[src/rtl/i2c_slave_responder.sv]
// I2C slave with a small register file: bus writes set a pointer then fill registers, bus reads stream them back.
// Optional 3-sample majority glitch filter on SCL/SDA when I2C_SLAVE_GLITCH_FILTER_EN is defined.
module i2c_slave_responder #(
  parameter logic [6:0] SLAVE_ADDRESS = 7'h50,
  parameter int         DATA_LENGTH   = 8,
  parameter int         REG_DEPTH     = 16
) (
  input  logic                         pclk,
  input  logic                         areset,
  input  logic                         scl_i,
  input  logic                         sda_i,
  output logic                         sda_oe,
  output logic                         wr_valid,
  output logic [$clog2(REG_DEPTH)-1:0] wr_addr,
  output logic [DATA_LENGTH-1:0]       wr_data,
  output logic                         busy
);

  localparam int PTR_W = $clog2(REG_DEPTH);
  localparam int SW    = (DATA_LENGTH > 8) ? DATA_LENGTH : 8;
  localparam int CW    = $clog2(SW + 1);
  localparam logic [CW-1:0] ADDR_BITS = CW'(8);
  localparam logic [CW-1:0] DATA_BITS = CW'(DATA_LENGTH);

  typedef enum logic [2:0] {
    IDLE, ADDR, ADDR_ACK, WR_BYTE, WR_ACK, RD_BYTE, RD_ACK, WAIT_STOP
  } state_t;

  logic [1:0] scl_sync, sda_sync;
  logic       scl_l, sda_l, scl_p, sda_p;

  always_ff @(posedge pclk) begin
    if (areset) begin
      scl_sync <= 2'b11;
      sda_sync <= 2'b11;
    end else begin
      scl_sync <= {scl_sync[0], scl_i};
      sda_sync <= {sda_sync[0], sda_i};
    end
  end

`ifdef I2C_SLAVE_GLITCH_FILTER_EN
  // Majority of the current and two previous samples, registered: single-pclk pulses never win.
  logic [1:0] scl_hist, sda_hist;
  logic       scl_f, sda_f;

  always_ff @(posedge pclk) begin
    if (areset) begin
      scl_hist <= 2'b11;
      sda_hist <= 2'b11;
      scl_f    <= 1'b1;
      sda_f    <= 1'b1;
    end else begin
      scl_hist <= {scl_hist[0], scl_sync[1]};
      sda_hist <= {sda_hist[0], sda_sync[1]};
      scl_f    <= (scl_sync[1] & scl_hist[0]) | (scl_sync[1] & scl_hist[1]) | (scl_hist[0] & scl_hist[1]);
      sda_f    <= (sda_sync[1] & sda_hist[0]) | (sda_sync[1] & sda_hist[1]) | (sda_hist[0] & sda_hist[1]);
    end
  end

  assign scl_l = scl_f;
  assign sda_l = sda_f;
`else
  assign scl_l = scl_sync[1];
  assign sda_l = sda_sync[1];
`endif

  always_ff @(posedge pclk) begin
    if (areset) begin
      scl_p <= 1'b1;
      sda_p <= 1'b1;
    end else begin
      scl_p <= scl_l;
      sda_p <= sda_l;
    end
  end

  logic scl_rise, scl_fall, start_det, stop_det;
  assign scl_rise  = scl_l & ~scl_p;
  assign scl_fall  = ~scl_l & scl_p;
  assign start_det = scl_l & scl_p & sda_p & ~sda_l;
  assign stop_det  = scl_l & scl_p & ~sda_p & sda_l;

  state_t                   state, state_nx;
  logic [SW-1:0]            shift, shift_nx, shift_in;
  logic [CW-1:0]            bit_cnt, bit_cnt_nx, cnt_inc;
  logic [PTR_W-1:0]         ptr, ptr_nx;
  logic                     first_byte, first_nx, rw, rw_nx;
  logic                     sda_oe_nx, wr_valid_nx, busy_nx, rf_we;
  logic [PTR_W-1:0]         wr_addr_nx;
  logic [DATA_LENGTH-1:0]   wr_data_nx;
  logic [DATA_LENGTH-1:0]   regfile [REG_DEPTH];

  assign shift_in = {shift[SW-2:0], sda_l};
  assign cnt_inc  = bit_cnt + 1'b1;

  always_ff @(posedge pclk) begin
    if (areset) begin
      state      <= IDLE;
      shift      <= '0;
      bit_cnt    <= '0;
      ptr        <= '0;
      first_byte <= 1'b0;
      rw         <= 1'b0;
      sda_oe     <= 1'b0;
      wr_valid   <= 1'b0;
      wr_addr    <= '0;
      wr_data    <= '0;
      busy       <= 1'b0;
    end else begin
      state      <= state_nx;
      shift      <= shift_nx;
      bit_cnt    <= bit_cnt_nx;
      ptr        <= ptr_nx;
      first_byte <= first_nx;
      rw         <= rw_nx;
      sda_oe     <= sda_oe_nx;
      wr_valid   <= wr_valid_nx;
      wr_addr    <= wr_addr_nx;
      wr_data    <= wr_data_nx;
      busy       <= busy_nx;
    end
  end

  always_ff @(posedge pclk) begin
    if (areset) begin
      for (int i = 0; i < REG_DEPTH; i++) regfile[i] <= '0;
    end else if (rf_we) begin
      regfile[ptr] <= shift_in[DATA_LENGTH-1:0];
    end
  end

  // Bits are sampled on SCL rise; SDA drive only changes on SCL fall. Acknowledge states
  // hold the line through the 9th period and the following state releases it on its first fall.
  always_comb begin
    state_nx    = state;
    shift_nx    = shift;
    bit_cnt_nx  = bit_cnt;
    ptr_nx      = ptr;
    first_nx    = first_byte;
    rw_nx       = rw;
    sda_oe_nx   = sda_oe;
    wr_valid_nx = 1'b0;
    wr_addr_nx  = wr_addr;
    wr_data_nx  = wr_data;
    busy_nx     = busy;
    rf_we       = 1'b0;

    if (stop_det) begin
      state_nx   = IDLE;
      sda_oe_nx  = 1'b0;
      shift_nx   = '0;
      bit_cnt_nx = '0;
    end else if (start_det) begin
      state_nx   = ADDR;
      sda_oe_nx  = 1'b0;
      shift_nx   = '0;
      bit_cnt_nx = '0;
    end else begin
      case (state)
        ADDR: if (scl_rise) begin
          shift_nx   = shift_in;
          bit_cnt_nx = cnt_inc;
          if (cnt_inc == ADDR_BITS) begin
            bit_cnt_nx = '0;
            if (shift_in[7:1] == SLAVE_ADDRESS) begin
              state_nx = ADDR_ACK;
              rw_nx    = shift_in[0];
            end else begin
              state_nx = WAIT_STOP;
            end
          end
        end
        ADDR_ACK: if (scl_fall) begin
          sda_oe_nx = 1'b1;
        end else if (scl_rise) begin
          bit_cnt_nx = '0;
          shift_nx   = '0;
          if (rw) begin
            state_nx                  = RD_BYTE;
            shift_nx[DATA_LENGTH-1:0] = regfile[ptr];
          end else begin
            state_nx = WR_BYTE;
            first_nx = 1'b1;
          end
        end
        WR_BYTE: if (scl_fall) begin
          sda_oe_nx = 1'b0;
        end else if (scl_rise) begin
          shift_nx   = shift_in;
          bit_cnt_nx = cnt_inc;
          if (cnt_inc == DATA_BITS) begin
            bit_cnt_nx = '0;
            state_nx   = WR_ACK;
            if (first_byte) begin
              ptr_nx   = shift_in[PTR_W-1:0];
              first_nx = 1'b0;
            end else begin
              rf_we       = 1'b1;
              wr_valid_nx = 1'b1;
              wr_addr_nx  = ptr;
              wr_data_nx  = shift_in[DATA_LENGTH-1:0];
              ptr_nx      = ptr + 1'b1;
            end
          end
        end
        WR_ACK: if (scl_fall) begin
          sda_oe_nx = 1'b1;
        end else if (scl_rise) begin
          state_nx   = WR_BYTE;
          shift_nx   = '0;
          bit_cnt_nx = '0;
        end
        RD_BYTE: if (scl_fall) begin
          sda_oe_nx = ~shift[DATA_LENGTH-1];
        end else if (scl_rise) begin
          shift_nx   = {shift[SW-2:0], 1'b0};
          bit_cnt_nx = cnt_inc;
          if (cnt_inc == DATA_BITS) begin
            bit_cnt_nx = '0;
            ptr_nx     = ptr + 1'b1;
            state_nx   = RD_ACK;
          end
        end
        RD_ACK: if (scl_fall) begin
          sda_oe_nx = 1'b0;
        end else if (scl_rise) begin
          if (sda_l) begin
            state_nx = WAIT_STOP;
          end else begin
            state_nx                  = RD_BYTE;
            shift_nx                  = '0;
            shift_nx[DATA_LENGTH-1:0] = regfile[ptr];
          end
        end
        IDLE, WAIT_STOP: ;
        default: state_nx = IDLE;
      endcase
    end

    if (state_nx == ADDR_ACK) busy_nx = 1'b1;
    else if (state_nx == IDLE || state_nx == WAIT_STOP) busy_nx = 1'b0;
  end

endmodule
[config.mk]
export PLATFORM = sky130hd
export DESIGN_NAME = i2c_slave_responder
export DESIGN_NICKNAME = d
export VERILOG_FILES = /design/src/rtl/i2c_slave_responder.sv
export SDC_FILE = /design/constraint.sdc
export NUM_CORES = 1
export LEC_CHECK = 0
export BUFFER_PORTS_ARGS = -buffer_cell sky130_fd_sc_hd__buf_2
export CELL_PAD_IN_SITES_DETAIL_PLACEMENT = 2
export CELL_PAD_IN_SITES_GLOBAL_PLACEMENT = 2
export CORE_UTILIZATION = 33
export CTS_CLUSTER_SIZE = 24
export DETAILED_ROUTE_END_ITERATION = 6
export PLACE_DENSITY_LB_ADDON = 0.05
export SYNTH_ARGS = -nofsm -noshare
export SYNTH_HDL_FRONTEND = slang
export SYNTH_SLANG_ARGS = --single-unit
[constraint.sdc]
create_clock -name pclk -period 4.1 [get_ports pclk]
set_input_delay 0.205 -clock pclk [delete_from_list [all_inputs] [get_ports pclk]]
set_output_delay 0.205 -clock pclk [all_outputs]
set_load 0.03 [all_outputs]
* After elaboration in Yosys (flattened, before gate mapping) *
Memory sizes are Yosys's and may differ from the RTL's. A register that Yosys moved wholly into a read port is not among the register bits.
Cells that the tools add are included.

operators by class
  bitwise logic cells = 16
  eq/ne operators = 30
  mux-type cells = 77
  $add $sub $neg = 2
  reductions and logical operators = 20

operators with widths
  cell                                                                      number
  8-bit 2-to-1 mux                                                          13
  4-bit 2-to-1 mux                                                          15
  3-bit 2-to-1 mux                                                          18
  8-bit one-hot mux with 6 select lines                                     1
  2-bit inequality test (second input constant)                             17
  1-bit 2-to-1 mux                                                          24
  3-bit one-hot mux with 6 select lines                                     1
  9-bit AND reduction                                                       2
  3-bit == test (second input constant)                                     4
  4-bit one-hot mux with 3 select lines                                     1
  11-bit AND reduction                                                      1
  3-bit by 2-bit == test with 1-bit output (second input constant)          3
  1-bit NOT                                                                 9
  4-bit by 1-bit adder with 4-bit output (second input constant)            2
  4-bit one-hot mux with 2 select lines                                     1
  4-bit AND reduction                                                       2
  8-bit OR reduction                                                        1
  1-bit bitwise AND                                                         7
  7-bit == test (second input constant)                                     1
  7-bit AND reduction                                                       1
  2-bit by 1-bit inequality test with 1-bit output (second input constant)  3
  6-bit AND reduction                                                       1
  2-bit nonzero test                                                        3
  3-bit nonzero test                                                        2
  other kinds (10)                                                          12

word-level totals
  input bits = 4
  RAM bits = 128
  logic and storage cells = 161
  bits in registers = 42
  output and inout port bits = 15
  memories = 1

memories
  memory   depth  bits a word  read ports  clocked after memory_dff  write ports  RTL line  text
  regfile  16     8            1           1                         16           92        logic [DATA_LENGTH-1:0] regfile [REG_DEPTH];

* Depth between registers and ports, before layout *
  depth after elaboration = 13
  mapped depth = 7
  gate-level depth less buffers = 7

* Least setup slack after synthesis *
Ideal clock, no wire load.

  kind = register to register
  start = reg bit_cnt[0]
  end = mem regfile[1][0], enable pin
  buffers on the path = 0
  data arrival time = 1,880 ps
  stages on the path, launching flop included = 8
  period minus slack after synthesis = 2,189 ps
  required time = 3,791 ps
  slack = 1,911 ps
  library setup time = 309 ps
  cell sequence = dfxtp_1 -> ha_1 -> and4b_1 -> o2111ai_4 -> nor2_4 -> nand2_2 -> nor3_4 -> or2_2

RTL lines
  element                   RTL line  text
  start: declaration        86        logic [CW-1:0] bit_cnt, bit_cnt_nx, cnt_inc;
  start signal: assignment  113       bit_cnt <= bit_cnt_nx;
  end: declaration          92

==> flow_metrics.tcl <==
set metrics [dict create \
    setup_viol 0 \
    cts_tree "yes" \
    synthCells 634 \
    fp-row-count 58 \
    synth_seq_cells 174 \
    fill_cells 2552 \
    postRouteAntennaNets 0 \
    initial_utilization_pct 33.5 \
    setup_tns_ns 0 \
    slew_viol_final 0 \
    critPathSlowestCell "dfxtp_1" \
    final.period_utilization_pct 74.0 \
    power_switching_mw 1.16 \
    max-vdd-ir-drop_v 0.000230 \
    firstDrtPassIters 4 \
    combPwrFrac_pct 11.0 \
    p_int_mw 3.00 \
    nets 653 \
    finalHoldViolCount 0 \
    cap_violations 0 \
    rsz0062_at_grt "false" \
    outcome "complete, no violations" \
    hpwl_um 16600 \
    clk_latency_ns 0.44 \
    die_width_um 162 \
    core-area_sq_um 25000 \
    critPathLaunch "bit_cnt[0]" \
    synth_nets 643 \
    total_leakage_power_nw 3.24 \
    synth_cell_type_count 68 \
    crit_path_end_kind "register" \
    synthFlopType "edfxtp_1" \
    worst_path_largest_cell_delay_ns 0.47 \
    drive_gt1_share_pct 21.3 \
    n_antenna_cell 0 \
    async_flop_share_pct 0 \
    p_seq_share_pct 49.0 \
    crit_chain "ha_1 -> and4b_1 -> o2111ai_4 -> nor2_4 -> nand2_2 -> nor2_2 -> or2_2" \
    critPathKind "register to register" \
    clk_path_buf_depth 2 \
    cts_root_buf "clkbuf_16" \
    min_path_cells 4 \
    wl_per_cell_um 25.2 \
    synth_warnings 0 \
    vias_per_cell 5.13 \
    gp_congestion 0.747 \
    grtUsageTotal_pct 20.1 \
    cp.required_ns 4.23 \
    max-slew-margin-rel_pct 31.7 \
    p_per_area_nw_per_um2 446 \
    crit_fanout 15 \
    cts.sinks 174 \
    drtIter0Drc 257 \
    fmax_mhz 329 \
    synth_area_sq_um 8400 \
    routed_wl_um 24900 \
    reg2reg_slack_ns 1.06 \
    p_sw_share_pct 27.8 \
    r2r_cells 7 \
    layout_common_cells "and2_1 (128), edfxtp_1 (128), dfxtp_1 (45)" \
    multi_input_area_sq_um 3320 \
    p_clk_share_pct 40.0 \
    ios 19 \
    yosysSeqAreaShare_pct 56.8 \
    numCtsBuffers 17 \
    die_h_um 162 \
    hold_start "areset" \
    crit_path_start_kind "register" \
    worstHoldPathType "input pin to register" \
    grt_pass1_wl_um 37300 \
    grt_pass1_vias 5579 \
    rr_startpoint "bit_cnt[0]" \
    arrival_ns 3.16 \
    regArea_sq_um 4770 \
    htreeDepth 4 \
    syn_avg_cell_area_sq_um 13.2 \
    fin_util_pct 37.2 \
    grt_overflow_total 0 \
    cts_setup_buffers 0 \
    period_minus_slack_ns 3.04 \
    fin_worst_skew_ns 0.0110 \
    drc_errors 0 \
    area_delta_synth_final_pct 11.1 \
    synth-edff-count 128 \
    grt_max_degree 43 \
    num_vias 5060 \
    tightest_slew_ns 1.02 \
    clk_pin_slew_ns 0.08 \
    portBuffers 18 \
    die_area_sq_um 26100 \
    antenna_found_initial 0 \
]
[Yosys cell counts, drive strengths merged (2+ instances only)]
| library cell | instances | share of area, % |
|---|---|---|
| nand2b | 5 | 0.37 |
| o22ai | 2 | 0.15 |
| dlygate4sd3 | 3 | 0.36 |
| mux4 | 33 | 9.6 |
| nor4b | 2 | 0.39 |
| ha | 5 | 0.75 |
| nand2 | 19 | 0.97 |
| a221oi | 7 | 0.80 |
| a31oi | 5 | 0.37 |
| mux2 | 7 | 0.94 |
| nor3b | 10 | 0.95 |
| edfxtp | 128 | 46 |
| a311oi | 3 | 0.31 |
| dfxtp | 46 | 11 |
| o21bai | 2 | 0.22 |
| mux2i | 20 | 2.4 |
| o211ai | 3 | 0.27 |
| o21ai | 15 | 0.94 |
| nor2b | 5 | 0.37 |
| and2 | 128 | 9.5 |
| clkbuf | 24 | 1.4 |
| nor3 | 5 | 0.83 |
| and3 | 3 | 0.22 |
| a21oi | 14 | 0.83 |
| xnor2 | 2 | 0.21 |
| a21boi | 2 | 0.22 |
| inv | 8 | 0.36 |
| nand4 | 3 | 0.22 |
| nor2 | 55 | 2.9 |
| buf | 14 | 1.5 |
| a41oi | 2 | 0.21 |
| nand3 | 6 | 0.36 |
| or2 | 24 | 1.8 |
| a211oi | 8 | 0.72 |
[power groups by stage]
| stage | combinational [mW] | clock, mW | sequential, mW |
|---|---|---|---|
| 6_report | 0.459 | 1.66 | 2.04 |
| 5_1_grt | 0.501 | 1.75 | 2.05 |
| 4_1_cts | 0.464 | 1.70 | 2.04 |
| 3_5_place_dp | 0.459 | 0 | 2.08 |
| 3_3_place_gp | 0.446 | 0 | 2.07 |
| 2_1_floorplan | 0.333 | 0 | 2.03 |
[worst max-delay path, delay by kind of cell (launching register included)]
kind / cells / cell delay (ns)
compound gates: 1 / 0.43
fa+ha+maj: 1 / 0.32
flops: 1 / 0.47
simple gates: 5 / 1.50
[state kept, by name, summed over array words and instances, names as in the netlist, named ones only]
| name | flops |
|---|---|
| wr_valid | 1 |
| state | 3 |
| sda_sync | 2 |
| scl_sync | 2 |
| sda_oe | 1 |
| regfile | 128 |
| wr_data | 8 |
| wr_addr | 4 |
| shift | 8 |
| ptr | 4 |
| sda_p | 1 |
| busy | 1 |
| bit_cnt | 4 |
| rw | 1 |
| first_byte | 1 |
| scl_p | 1 |
[layout make-up]
| class | count | area share, % |
|---|---|---|
| clock inverters | 12 | 1.21 |
| inverters | 8 | 0.322 |
| well taps | 330 | 4.43 |
| clock buffers | 20 | 5.14 |
| repair buffers | 33 | 2.23 |
| flip-flops and latches | 174 | 51.1 |
| multi-input cells | 410 | 35.6 |
[final timing paths]
kind | to
max | regfile[4][6]
min | bit_cnt[2]
max reg2reg | regfile[4][6]
min reg2reg | sda_sync[1]
[cell families (layout without fill, tap and decap cells)]
kind of cell / Yosys count / in the layout / share of synthesized area (%)
fa+ha+maj: 5 / 5 / 0.745
flops: 174 / 174 / 56.8
buf+inv: 50 / 73 / 3.76
mux: 60 / 60 / 12.9
compound gates: 73 / 73 / 6.26
xor+xnor: 2 / 2 / 0.209
simple gates: 270 / 270 / 19.4
[layer usage]
metal  part of all wire, %  vias to the layer above  GRT usage (%)
met5                     0                        -              0
met1                    47                     2643           26.1
met2                    51                       55           35.1
li1                      -                     2341              -
met4                   1.2                        0           5.32
met3                   1.5                       21           2.82
[what timing repair did]
action | in CTS | in global routing
gates resized for setup | 0 | 0
hold buffers | 2 | 0
hold endpoints to repair | 2 | 0
[through the flow]
| stage | instances | setup WS, ns | hold WS, ns | instance area (sq um) | total power, mW |
|---|---|---|---|---|---|
| floorplan | 634 | 1.91 | 0.309 | 8400 | 2.37 |
| global placement | 953 | 1.20 | 0.391 | 8710 | 2.52 |
| detailed placement | 953 | 1.01 | 0.396 | 8710 | 2.54 |
| CTS | 987 | 0.981 | 0.319 | 9320 | 4.20 |
| global route | 987 | 0.786 | 0.341 | 9320 | 4.30 |
| finish | 987 | 1.06 | 0.320 | 9320 | 4.16 |
Note: power is estimated with default switching activity, not from simulation.
